===== config.mk =====
export PLATFORM = sky130hd
export DESIGN_NAME = cmpt_seq_ctrl_flat
export DESIGN_NICKNAME = d
export VERILOG_FILES = /design/src/rtl/cmpt_pkg.sv /design/src/rtl/cmpt_seq_ctrl_if.sv /design/src/rtl/cmpt_core.sv /design/src/rtl/cmpt_seq_ctrl.sv /design/src/flat_wrapper.sv
export SDC_FILE = /design/constraint.sdc
export NUM_CORES = 1
export LEC_CHECK = 0
export ABC_AREA = 1
export ABC_CLOCK_PERIOD_IN_PS = 2000
export BUFFER_PORTS_ARGS = -buffer_cell sky130_fd_sc_hd__buf_2
export CAP_MARGIN = 20
export CELL_PAD_IN_SITES_DETAIL_PLACEMENT = 0
export CELL_PAD_IN_SITES_GLOBAL_PLACEMENT = 1
export CORE_ASPECT_RATIO = 0.7
export CORE_UTILIZATION = 36
export DETAILED_ROUTE_END_ITERATION = 8
export PLACE_DENSITY_LB_ADDON = 0.1
export SKIP_LAST_GASP = 1
export SYNTH_ARGS = -nofsm -noshare
export SYNTH_HDL_FRONTEND = slang
export SYNTH_HIERARCHICAL = 1
export SYNTH_SLANG_ARGS = --single-unit

===== constraint.sdc =====
create_clock -name clk -period 2 [get_ports clk]
set_clock_uncertainty 0.15 [all_clocks]
set_input_delay 0 -clock clk [delete_from_list [all_inputs] [get_ports clk]]
set_output_delay 0 -clock clk [all_outputs]
set_load 0.05 [all_outputs]

===== src/rtl/cmpt_pkg.sv =====
// Shared types and default widths for the counter sequencer.
package cmpt_pkg;
   localparam int CW_DEF = 8;
   localparam int PW_DEF = 4;

   typedef enum logic [1:0] {
      IDLE  = 2'b00,
      RUN   = 2'b01,
      PAUSE = 2'b10,
      DONE  = 2'b11
   } state_e;
endpackage


===== src/rtl/cmpt_seq_ctrl_if.sv =====
// Host-side control/status bundle of the counter sequencer.
interface cmpt_seq_ctrl_if #(
   parameter int CW = 8,
   parameter int PW = 4
);
   logic          start;
   logic          stop;
   logic          clr;
   logic          mode;
   logic [CW-1:0] top;
   logic [PW-1:0] presc;
   logic          irq_ack;
   logic [CW-1:0] cmpt;
   logic          busy;
   logic          done;
   logic          irq;
   logic          ovf;

   modport master (
      output start, stop, clr, mode, top, presc, irq_ack,
      input  cmpt, busy, done, irq, ovf
   );

   modport slave (
      input  start, stop, clr, mode, top, presc, irq_ack,
      output cmpt, busy, done, irq, ovf
   );
endinterface


===== src/rtl/cmpt_core.sv =====
// Plain up-counter datapath; clear wins over enable.
module cmpt_core import cmpt_pkg::*; #(
   parameter int CW = CW_DEF
) (
   input  logic          clk,
   input  logic          rst_n,
   input  logic          en,
   input  logic          clr,
   output logic [CW-1:0] q
);
   always_ff @(posedge clk or negedge rst_n) begin
      if (!rst_n)   q <= '0;
      else if (clr) q <= '0;
      else if (en)  q <= q + CW'(1);
   end
endmodule


===== src/rtl/cmpt_seq_ctrl.sv =====
// Start/pause/clear sequencer with prescaler, terminal count, done pulse and irq/ovf flags.
module cmpt_seq_ctrl import cmpt_pkg::*; #(
   parameter int CW = CW_DEF,
   parameter int PW = PW_DEF
) (
   input logic             clk,
   input logic             rst_n,
   cmpt_seq_ctrl_if.slave  bus
);
   localparam logic [1:0] S_IDLE  = 2'(IDLE);
   localparam logic [1:0] S_RUN   = 2'(RUN);
   localparam logic [1:0] S_PAUSE = 2'(PAUSE);
   localparam logic [1:0] S_DONE  = 2'(DONE);

   logic [1:0]    state, state_nxt;
   logic [PW-1:0] pc, presc_s;
   logic [CW-1:0] top_s, cnt;
   logic          mode_s;
   logic          busy_q, done_q, irq_q, ovf_q;
   logic          run, go, reload, tick, term, core_en, core_clr;

   // Priority clr > stop > start > tick is folded into go and tick.
   assign run      = (state == S_RUN);
   assign go       = bus.start && !bus.stop && !bus.clr;
   assign reload   = go && (state == S_IDLE || state == S_DONE);
   assign tick     = run && !bus.stop && !bus.clr && (pc == presc_s);
   assign term     = tick && (cnt == top_s);
   assign core_en  = tick && !term;
   assign core_clr = bus.clr || reload || (term && mode_s);

   cmpt_core #(.CW(CW)) u_core (
      .clk   (clk),
      .rst_n (rst_n),
      .en    (core_en),
      .clr   (core_clr),
      .q     (cnt)
   );

   always_comb begin
      state_nxt = state;
      if (bus.clr) state_nxt = S_IDLE;
      else begin
         case (state)
            S_IDLE, S_DONE: if (go) state_nxt = S_RUN;
            S_RUN: begin
               if (bus.stop)             state_nxt = S_PAUSE;
               else if (term && !mode_s) state_nxt = S_DONE;
            end
            S_PAUSE: if (go) state_nxt = S_RUN;
            default: state_nxt = S_IDLE;
         endcase
      end
   end

   always_ff @(posedge clk or negedge rst_n) begin
      if (!rst_n) begin
         state   <= S_IDLE;
         pc      <= '0;
         top_s   <= '0;
         presc_s <= '0;
         mode_s  <= 1'b0;
         busy_q  <= 1'b0;
         done_q  <= 1'b0;
         irq_q   <= 1'b0;
         ovf_q   <= 1'b0;
      end else begin
         state  <= state_nxt;
         busy_q <= (state_nxt == S_RUN) || (state_nxt == S_PAUSE);
         done_q <= term;

         if (bus.clr || reload)      pc <= '0;
         else if (run && !bus.stop)  pc <= tick ? '0 : pc + PW'(1);

         if (reload) begin
            top_s   <= bus.top;
            presc_s <= bus.presc;
            mode_s  <= bus.mode;
         end

         // A new event beats a same-cycle acknowledge.
         if (term)             irq_q <= 1'b1;
         else if (bus.irq_ack) irq_q <= 1'b0;

         if (bus.clr)            ovf_q <= 1'b0;
         else if (term && irq_q) ovf_q <= 1'b1;
      end
   end

   assign bus.cmpt = cnt;
   assign bus.busy = busy_q;
   assign bus.done = done_q;
   assign bus.irq  = irq_q;
   assign bus.ovf  = ovf_q;
endmodule


===== src/flat_wrapper.sv =====
// flat-port wrapper written by rule: the top's interface ports become plain ports
module cmpt_seq_ctrl_flat import cmpt_pkg::*;
#(
   parameter int CW = CW_DEF,
   parameter int PW = PW_DEF
)
  (clk, rst_n, bus_start, bus_stop, bus_clr, bus_mode, bus_top, bus_presc, bus_irq_ack, bus_cmpt, bus_busy, bus_done, bus_irq, bus_ovf);
  cmpt_seq_ctrl_if #(.CW(CW), .PW(PW)) bus_i ();
  input logic clk;
  input logic rst_n;
  input wire logic [$bits(bus_i.start)-1:0] bus_start;
  input wire logic [$bits(bus_i.stop)-1:0] bus_stop;
  input wire logic [$bits(bus_i.clr)-1:0] bus_clr;
  input wire logic [$bits(bus_i.mode)-1:0] bus_mode;
  input wire logic [$bits(bus_i.top)-1:0] bus_top;
  input wire logic [$bits(bus_i.presc)-1:0] bus_presc;
  input wire logic [$bits(bus_i.irq_ack)-1:0] bus_irq_ack;
  output wire logic [$bits(bus_i.cmpt)-1:0] bus_cmpt;
  output wire logic [$bits(bus_i.busy)-1:0] bus_busy;
  output wire logic [$bits(bus_i.done)-1:0] bus_done;
  output wire logic [$bits(bus_i.irq)-1:0] bus_irq;
  output wire logic [$bits(bus_i.ovf)-1:0] bus_ovf;
  assign bus_i.start = bus_start;
  assign bus_i.stop = bus_stop;
  assign bus_i.clr = bus_clr;
  assign bus_i.mode = bus_mode;
  assign bus_i.top = bus_top;
  assign bus_i.presc = bus_presc;
  assign bus_i.irq_ack = bus_irq_ack;
  assign bus_cmpt = bus_i.cmpt;
  assign bus_busy = bus_i.busy;
  assign bus_done = bus_i.done;
  assign bus_irq = bus_i.irq;
  assign bus_ovf = bus_i.ovf;
  cmpt_seq_ctrl #(.CW(CW), .PW(PW)) u_core (.clk(clk), .rst_n(rst_n), .bus(bus_i));
endmodule

# [Word level (Yosys, flattened, before mapping)]
# Index checks and enable logic that the tools add are counted.
[word_totals] out_inout_bits=12 regBits=31 in_bits=19 word_cells=58
[classes] reduce_logical=25 n_addsub=2 n_mux=14 n_eq_ne=7
[ops] cell="8-bit 2-to-1 mux" n=2
[ops] cell="4-bit 2-to-1 mux" n=3
[ops] cell="1-bit logical AND" n=11
[ops] cell="8-bit by 1-bit adder with 8-bit output, second input constant" n=1
[ops] cell="8-bit == test" n=1
[ops] cell="2-bit 2-to-1 mux" n=4
[ops] cell="2-bit nonzero test" n=4
[ops] cell="2-bit == test, second input constant" n=3
[ops] cell="4-bit by 1-bit adder with 4-bit output, second input constant" n=1
[ops] cell="2-bit by 1-bit == test with 1-bit output, second input constant" n=2
[ops] cell="4-bit == test" n=1
[ops] cell="1-bit zero test" n=4
[ops] cell="1-bit logical OR" n=4
[ops] cell="1-bit 2-to-1 mux" n=4
[ops] cell="2-bit case mux with 2 select lines" n=1
[ops] cell="3-bit OR reduction" n=1
[ops] cell="2-bit zero test" n=1

# [Longest topological paths before layout]
# Gate-level depths: netlist of the first run.
[logic_depth] ltp_word=12 depth_mapped=14 ltp_nobuf=14

# [Modules after synthesis]
# Netlist of the first run, hierarchy kept.
[by_module_without_submodules] mod="cmpt_seq_ctrl" cells_per_inst=167 seq_area_each_um2=575.6 instances=1 area_per_inst_um2=1238.7
[by_module_without_submodules] mod="cmpt_core" cells_per_inst=60 seq_area_each_um2=200.2 instances=1 area_per_inst_um2=473.0

# [Worst setup path before layout of the first run]
# No wires, ideal clock.
[synth_path] path_kind="flip-flop to flip-flop" start="reg u_core.u_core.q[4]" end="reg u_core.u_core.q[6]" arrival_time_ns=2.041 setup_ns=0.072 path_stages_with_launch=15 slack_ns=-0.263 path_buffers=0 synth_period_minus_slack_ns=2.263 required_ns=1.778 path_cell_list="dfrtp_1 -> inv_1 -> nand2_1 -> nand2_1 -> nor2_1 -> nand2_1 -> nor2_2 -> nand2_1 -> o21ai_0 -> inv_2 -> nand2_2 -> nand3_2 -> nor2_1 -> nor2_1 -> nor2_1"
[synth_between] elab_chain_len=5 word_cells_on_any_way=10 classes_between="add/sub: 1; eq/ne: 1; mux: 2; reduce/logical: 6"
[synth_rtl] item="start, declared" line="cmpt_core.sv:9" text="output logic [CW-1:0] q"
[synth_rtl] item="start signal, assigned" line="cmpt_core.sv:14" text="else if (en) q <= q + CW'(1);"
[synth_rtl] item="8-bit == test *" line="cmpt_seq_ctrl.sv:27" text="assign term = tick && (cnt == top_s);"
[synth_rtl] item="1-bit logical AND *" line="cmpt_seq_ctrl.sv:27"
[synth_rtl] item="1-bit logical AND *" line="cmpt_seq_ctrl.sv:29" text="assign core_clr = bus.clr || reload || (term && mode_s);"
[synth_rtl] item="1-bit logical OR *" line="cmpt_seq_ctrl.sv:29"
[synth_rtl] item="via u_core.core_clr" line="cmpt_seq_ctrl.sv:20" text="logic run, go, reload, tick, term, core_en, core_clr;"
[synth_rtl] item="8-bit 2-to-1 mux / 2-bit nonzero test (equally long branches)"
# Mark *: on every way through the listed nets, which the timed path passes. The rest lies on a longest branch. The select of a mux whose other input is x is not followed.
# A chain may end at the register's enable or synchronous reset.

# [Worst setup path after layout of the first run]
[layout_path] start="reg u_core.state[1]" end="reg u_core.u_core.q[5]"
[layout_between] elab_chain_len=8 word_cells_on_any_way=16 classes_between="eq/ne: 2; mux: 1; reduce/logical: 13"
[layout_rtl] item="start, declared" line="cmpt_seq_ctrl.sv:15" text="logic [1:0] state, state_nxt;"
[layout_rtl] item="start signal, assigned" line="cmpt_seq_ctrl.sv:67" text="state <= state_nxt;"
[layout_rtl] item="2-bit by 1-bit == test with 1-bit output" line="cmpt_seq_ctrl.sv:23" text="assign run = (state == S_RUN);"
[layout_rtl] item="1-bit logical AND (3 in series)" line="cmpt_seq_ctrl.sv:26" text="assign tick = run && !bus.stop && !bus.clr && (pc == presc_s);"
[layout_rtl] item="1-bit logical AND" line="cmpt_seq_ctrl.sv:27"
[layout_rtl] item="1-bit logical AND" line="cmpt_seq_ctrl.sv:29"
[layout_rtl] item="1-bit logical OR *" line="cmpt_seq_ctrl.sv:29"
[layout_rtl] item="via u_core.core_clr" line="cmpt_seq_ctrl.sv:20"
[layout_rtl] item="8-bit 2-to-1 mux / 2-bit nonzero test (equally long branches)"
# Mark *: on every way through the listed nets, which the timed path passes. The rest lies on a longest branch.

==> summary.txt, run 1 <==
Outcome
  • Outcome: complete, but fails checks
  • Failing checks: DRC

Routing
  • WL/cell: 11.2 um
  • Met2 WL: 1480 um
  • Post-route DRC: 4
  • DR vias/cell: 4.36
  • ANT nets after route: 0
  • Top Metal Used: met4
  • M1 WL: 2280 um
  • Initial DRC count: 113
  • Final wirelength: 3950 um
  • DR pass1 iterations: 6
  • Met3 routed WL: 148 um
  • Vias: 1536

Synthesis
  • Yosys top cell by area: dfrtp_1
  • Post-synth EDFFs: 0
  • FFs w/ async S/R, synth: 1.00
  • Yosys top cell area share: 0.453
  • Post-synthesis register bit count: 31
  • Syn avg cell area: 7.54 um2
  • Most frequent cell after synthesis: nand2_1
  • Syn Inst Count: 227
  • Net Count, Synth: 250
  • Sequential share of the synthesized area: 0.453
  • Mapped cell area: 0.00171 mm2
  • Ys flop type: dfrtp_1
  • Syn. warnings: 6
  • Commonest cells in the netlist: nand2_1 (53), inv_1 (38), dfrtp_1 (31), nor2_1 (31), a21oi_1 (16)
  • Top cells by area, synth: dfrtp_1 (45%), nand2_1 (12%), inv_1 (8.3%)
  • Unique masters post-synth: 22

Worst setup path
  • Worst EP required: 2.06 ns
  • Crit start category: register
  • Cell count of the worst reg-to-reg path: 14
  • Worst Setup End Kind: register
  • WS Path Type: reg2reg
  • Crit path launch: u_core/state[1]$_DFF_PN0_
  • Crit path arrival time: 1.96 ns
  • Worst Path Max Fanout: 4
  • Reg2reg start: u_core/state[1]$_DFF_PN0_

Placement
  • Post-Place Cells: 323
  • Input/output buffers: 30
  • HPWL after DPL: 2760 um
  • GPL Wtd Cong: 0.781

Run
  • MaxCap Viol Count: 0

Floorplanning
  • Site Rows: 20
  • Total I/O pin count: 31
  • Die Ht: 59.7 um
  • Initial Util: 0.384
  • Die Span X: 84.4 um
  • Core area: 0.00445 mm2
  • Die area: 0.00504 mm2

Finish
  • Fill cells: 453
  • Area grow syn2layout: 41.7%
  • FF+latch area: 786 um2
  • Share of cells above drive strength 1: 0.330
  • # diodes: 0
  • Final nets: 319
  • Finished Layout Cells: 352
  • Area of the multi-input gates: 832 um2

STA
  • Worst-Margin Slew: 0.719 ns
  • FMAX: 527 MHz
  • Final setup violation count: 0
  • Final Hold Violating Endpoints: 0
  • Slew Limit Fails: 0
  • Period utilisation layout: 0.949
  • Final Critical Period: 1.90 ns
  • Slew headroom: 0.521
  • RSZ-0062 raised after global routing: yes

Power
  • Internal power: 1380 uW
  • Sequential Power Share: 0.417
  • Leakage: 0.00120 uW
  • Switching part of the total power: 0.309
  • PD cells: 821 mW/mm2
  • Logic gate share of total power: 0.257
  • Total power draw: 1990 uW
  • Worst VDD drop: 0.396 mV
  • Switching Power: 616 uW
  • Clock share of power: 0.327

Clocking
  • Total CTS buffers: 5
  • Clk Latency, worst-skew pair: 0.28 ns
  • Clk slew on worst S/H paths: 0.07 ns
  • CTS root buf: clkbuf_8
  • Maximum root-to-sink buffer count: 2
  • CTS H-tree lvls: 2
  • CTS tree: built
  • CTS Sinks: 31

Global routing
  • Total GRT Usage: 0.179
  • Largest net degree at the start of global routing: 32
  • First-pass GRT wire length: 6760 um
  • Remaining Overflow, GRT: 0
  • Vias in the first global route: 1479
  • Antenna violations before repair: 0

Worst hold path
  • Hold depth: 7
  • Min-Delay Startpoint: bus_start
  • Hold WC Path Type: in2reg
-- flip-flops by register name (all words and copies together) (netlist names) --
| register | count |
|---|---|
| u_core/presc_s | 4 |
| u_core/mode_s | 1 |
| u_core/u_core/q | 8 |
| u_core/state | 2 |
| u_core/bus.irq | 1 |
| u_core/pc | 4 |
| u_core/bus.ovf | 1 |
| u_core/bus.done | 1 |
| u_core/top_s | 8 |
| u_core/bus.busy | 1 |
-- repair_timing --
item	CTS	global route
endpoints found under the hold margin	49	0
hold buffers	17	0
setup buffers	0	4
endpoints found under the setup margin	1	8
resized for setup	1	19
pin swaps	0	16
gates cloned	0	0
-- power groups by stage --
stage                     combinational, uW  clock [uW]  sequential [uW]
final                                   511         650              830
after global routing                    589         698              843
after CTS                               479         663              825
after detailed placement                450           0              835
after global placement                  450           0              838
after floorplan                         309           0              841
-- layer usage --
metal / vias up / global-route usage
met5: - / 0
met4: 0 / 0.0726
met3: 4 / 0.0470
met2: 22 / 0.241
met1: 674 / 0.269
li1: 836 / -
-- path summary, 6_finish.rpt --
path | slack, ns | endpoint
setup / recovery | 0.10 | u_core/u_core/q[5]$_DFFE_PN0P_
hold / removal | 0.07 | u_core/state[0]$_DFF_PN0_
setup reg to reg | 0.10 | u_core/u_core/q[5]$_DFFE_PN0P_
hold reg to reg | 0.35 | u_core/bus.ovf$_DFFE_PN0P_
max in group asynchronous | 1.03 | u_core/u_core/q[2]$_DFFE_PN0P_
min in group asynchronous | 0.16 | u_core/u_core/q[4]$_DFFE_PN0P_
-- cell usage in the layout (no fill, tap or decap), types with 6 or more instances in the layout --
| cell | synthesis | final |
|---|---|---|
| a21oi_1 | 16 | 16 |
| buf_2 | 0 | 30 |
| buf_4 | 2 | 19 |
| clkbuf_8 | 0 | 6 |
| dfrtp_1 | 31 | 23 |
| dfrtp_2 | 0 | 8 |
| dlygate4sd3_1 | 0 | 17 |
| inv_1 | 38 | 36 |
| inv_2 | 4 | 6 |
| nand2_1 | 53 | 49 |
| nand2_2 | 4 | 7 |
| nand3_1 | 7 | 6 |
| nand3_2 | 5 | 6 |
| nand4_1 | 6 | 6 |
| nor2_1 | 31 | 28 |
| nor2_4 | 1 | 6 |
| o21ai_0 | 7 | 6 |
-- through the flow --
stage               hold WS [ns]  TNS (ns)  utilization  instance area (um2)  worst slack [ns]
floorplan                 -0.446         0            -                 1720            0.0202
global placement         -0.0410         0        0.456                 2030            0.0436
detailed placement       -0.0453         0        0.456                 2030            0.0164
CTS                       0.0597         0        0.521                 2320            0.0575
global route              0.0721    -0.151        0.544                 2420           -0.0493
finish                    0.0712         0        0.544                 2420             0.103
-- layout make-up --
type                            count  area share
Timing Repair Buffer               66       0.191
Inverter                           42      0.0650
Multi-Input combinational cell    150       0.343
Sequential cell                    31       0.324
Clock buffer                        6      0.0341
Tap cell                           55      0.0284
Clock inverter                      2      0.0144
-- cells by family (layout without fill, tap and decap cells) --
logic type	Yosys count	count (layout)	share of synthesized area
adders and majority gates	4	4	0.0292
AOI/OAI and AO/OA	26	26	0.0775
xor gates and xnor gates	2	2	0.0102
and+or+nand+nor	115	115	0.305
DFF	31	31	0.453
buffers and inverters	46	116	0.105
muxes	3	3	0.0197
-- critical path, stage by stage (launching register included) --
cell	delay [ns]
dfrtp_1	0.38
inv_2	0.08
ha_4	0.12
nand2_2	0.05
nor2_2	0.12
nand2_2	0.08
nor2_4	0.12
nand2_2	0.09
o21ai_4	0.20
inv_2	0.09
nand2_4	0.08
nand4_1	0.09
nand2_1	0.07
inv_1	0.04
nor2_1	0.09
(Power assumes the default switching activity.)
==> run 2: changes to the inputs <==
--- a/config.mk
+++ b/config.mk
@@ -6,13 +6,13 @@
 export NUM_CORES = 1
 export LEC_CHECK = 0
 export ABC_AREA = 1
-export ABC_CLOCK_PERIOD_IN_PS = 2000
+export ABC_CLOCK_PERIOD_IN_PS = 1850
 export BUFFER_PORTS_ARGS = -buffer_cell sky130_fd_sc_hd__buf_2
 export CAP_MARGIN = 20
 export CELL_PAD_IN_SITES_DETAIL_PLACEMENT = 0
 export CELL_PAD_IN_SITES_GLOBAL_PLACEMENT = 1
 export CORE_ASPECT_RATIO = 0.7
-export CORE_UTILIZATION = 36
+export CORE_UTILIZATION = 40
 export DETAILED_ROUTE_END_ITERATION = 8
 export PLACE_DENSITY_LB_ADDON = 0.1
 export SKIP_LAST_GASP = 1
==> constraint.sdc (replaced) <==
create_clock -name clk -period 1.85 [get_ports clk]
set_clock_uncertainty 0.15 [all_clocks]
set_input_delay 0 -clock clk [delete_from_list [all_inputs] [get_ports clk]]
set_output_delay 0 -clock clk [all_outputs]
set_load 0.05 [all_outputs]
==> run 2 against run 1 <==
Effect of this change: critical path depth stayed put; wire length is 0.41% lower; fmax is 1.5% lower; cell area is 1.6% higher; core utilization is 6.9 points higher; worst setup slack worse by 0.18 ns; sequential power is 7.2% higher; count of clock-buffer cells in the layout stayed put; die area is 9.7% lower; the run ends with setup timing left; register-to-register slack worse by 0.18 ns.
==> summary.txt, run 2 (synthesized netlist as in run 1, its figures left out) <==
Clocking
  • Clk slew on worst S/H paths: 0.07 ns
  • Total CTS buffers: 5
  • CTS H-tree lvls: 2
  • CTS tree: built
  • CTS Sinks: 31
  • CTS root buf: clkbuf_8
  • Maximum root-to-sink buffer count: 2
  • Clk Latency, worst-skew pair: 0.28 ns

Worst setup path
  • Crit start category: register
  • Critical path cell sequence: inv_2 > ha_4 > nand2_4 > nor2_4 > nand2_2 > nor2_4 > nand2_2 > o21ai_4 > inv_2 > nand2_4 > nand3_2 > nor2_1 > nor2_1 > nor2_1
  • Crit path arrival time: 1.99 ns
  • Top cell by count, worst path: nor2_1
  • CP top delay family: simple AND/OR/NAND/NOR gates
  • Worst EP required: 1.92 ns
  • Worst Path Max Fanout: 4
  • Crit path buffers/inverters: 2
  • WS Path Type: reg2reg
  • Slowest stage delay, CP: 0.39 ns
  • CP max stage cell: dfrtp_1
  • Worst Setup End Kind: register

STA
  • Period utilisation layout: 1.04
  • Final setup violation count: 8
  • FMAX: 519 MHz
  • Worst-Margin Slew: 0.704 ns
  • RSZ-0062 raised after global routing: yes
  • Slew Limit Fails: 0
  • Final Critical Period: 1.93 ns
  • Final Hold Violating Endpoints: 0
  • Fin Setup TNS: -0.362 ns
  • Final WS setup: -0.0763 ns
  • Slew headroom: 0.531

Finish
  • Area grow syn2layout: 43.9%
  • Design area: 0.00246 mm2
  • Most common cell after layout, fill and taps aside: nand2_1
  • Most frequent cells in the layout: nand2_1 (49), inv_1 (37), buf_2 (30)
  • Fill cells: 369
  • Final nets: 324
  • Share of cells above drive strength 1: 0.338
  • # diodes: 0
  • Area of the multi-input gates: 837 um2
  • Largest registers: u_core/top_s: 8 flops, u_core/u_core/q: 8 flops
  • FF+latch area: 786 um2

Global routing
  • Largest net degree at the start of global routing: 32
  • Remaining Overflow, GRT: 0
  • Total GRT Usage: 0.191
  • Antenna violations before repair: 0
  • First-pass GRT wire length: 6480 um
  • Vias in the first global route: 1428

Power
  • Worst VDD drop: 0.605 mV
  • PD cells: 882 mW/mm2
  • Logic gate share of total power: 0.270
  • Leakage: 0.00124 uW
  • Switching part of the total power: 0.304
  • Switching Power: 660 uW
  • Clock share of power: 0.320
  • Internal power: 1510 uW
  • Sequential Power Share: 0.410

Placement
  • GPL Wtd Cong: 0.796
  • Post-DP Area: 0.00206 mm2
  • HPWL after DPL: 2730 um
  • Input/output buffers: 30

Routing
  • WL/cell: 11.1 um
  • DR pass1 iterations: 4
  • Vias: 1589
  • Final wirelength: 3930 um
  • Post-route DRC: 0
  • ANT nets after route: 0
  • Initial DRC count: 81
  • DR vias/cell: 4.49

Floorplanning
  • Die Ht: 56.7 um
  • Die Span X: 80.2 um
  • Site Rows: 19
  • Core area: 0.00402 mm2
  • Initial Util: 0.426
  • Die area: 0.00455 mm2
  • Total I/O pin count: 31

Run
  • MaxCap Viol Count: 0

Outcome
  • Outcome: complete, but fails checks
  • Failing checks: setup timing

Worst hold path
  • Hold WC Path Type: in2reg
[run 2: power by group through the flow]
stage | Clock [uW] | Sequential (uW) | Combinational (uW)
3_5_place_dp | 0 | 900 | 502
6_report | 694 | 890 | 587
5_1_grt | 736 | 907 | 665
4_1_cts | 712 | 887 | 545
3_3_place_gp | 0 | 897 | 497
2_1_floorplan | 0 | 909 | 337
[run 2: repair_timing]
item / in CTS / in global routing
pin swaps: 3 / 13
endpoints found under the hold margin: 49 / 0
cloned: 0 / 0
resized for setup: 5 / 12
buffers inserted: 2 / 4
hold buffers: 17 / 0
setup endpoints to repair: 8 / 9
[run 2: area by class of cell]
class | instances | area share
multi-input cells | 150 | 0.340
clock buffers | 6 | 0.0335
inverters | 42 | 0.0640
flip-flops and latches | 31 | 0.319
clock inverters | 2 | 0.0142
repair buffers | 71 | 0.203
well taps | 52 | 0.0264
[run 2: per-layer routing]
| metal | vias to the layer above | wire (um) | track usage |
|---|---|---|---|
| met2 | 30 | 1690 | 0.277 |
| met1 | 702 | 2020 | 0.281 |
| met3 | 4 | 192 | 0.0553 |
| met4 | 0 | 23 | 0.0383 |
| li1 | 853 | - | - |
| met5 | - | 0 | 0 |
[run 2: worst paths after layout]
check | slack [ns] | start | end | depth (start not counted)
setup / recovery | -0.08 | u_core/state[1]$_DFF_PN0_ | u_core/u_core/q[6]$_DFFE_PN0P_ | 14
hold / removal | 0.05 | bus_start | u_core/state[0]$_DFF_PN0_ | 7
setup reg to reg | -0.08 | u_core/state[1]$_DFF_PN0_ | u_core/u_core/q[6]$_DFFE_PN0P_ | 14
max in group asynchronous | 0.91 | rst_n | u_core/u_core/q[2]$_DFFE_PN0P_ | 2
min in group asynchronous | 0.15 | rst_n | u_core/presc_s[2]$_DFFE_PN0P_ | 2
hold reg to reg | 0.36 | u_core/bus.ovf$_DFFE_PN0P_ | u_core/bus.ovf$_DFFE_PN0P_ | 1
[run 2: through the flow]
step	cells	utilization	power [uW]	hold WS, ns	setup WS [ns]
2_1_floorplan	227	-	1250	-0.446	-0.0772
3_3_place_gp	323	0.514	1390	-0.0501	-0.0406
3_5_place_dp	323	0.514	1400	-0.0541	-0.0993
4_1_cts	350	0.595	2140	0.0439	-0.00673
5_1_grt	354	0.613	2310	0.115	-0.211
6_report	354	0.613	2170	0.0477	-0.0763
[run 2: worst reg2reg max path: cells and delay by family (launching register included)]
family | cells | cell delay [ns]
DFF | 1 | 0.39
and+or+nand+nor | 10 | 0.83
adders and majority gates | 1 | 0.14
AOI/OAI and AO/OA | 1 | 0.19
buffers and inverters | 2 | 0.16
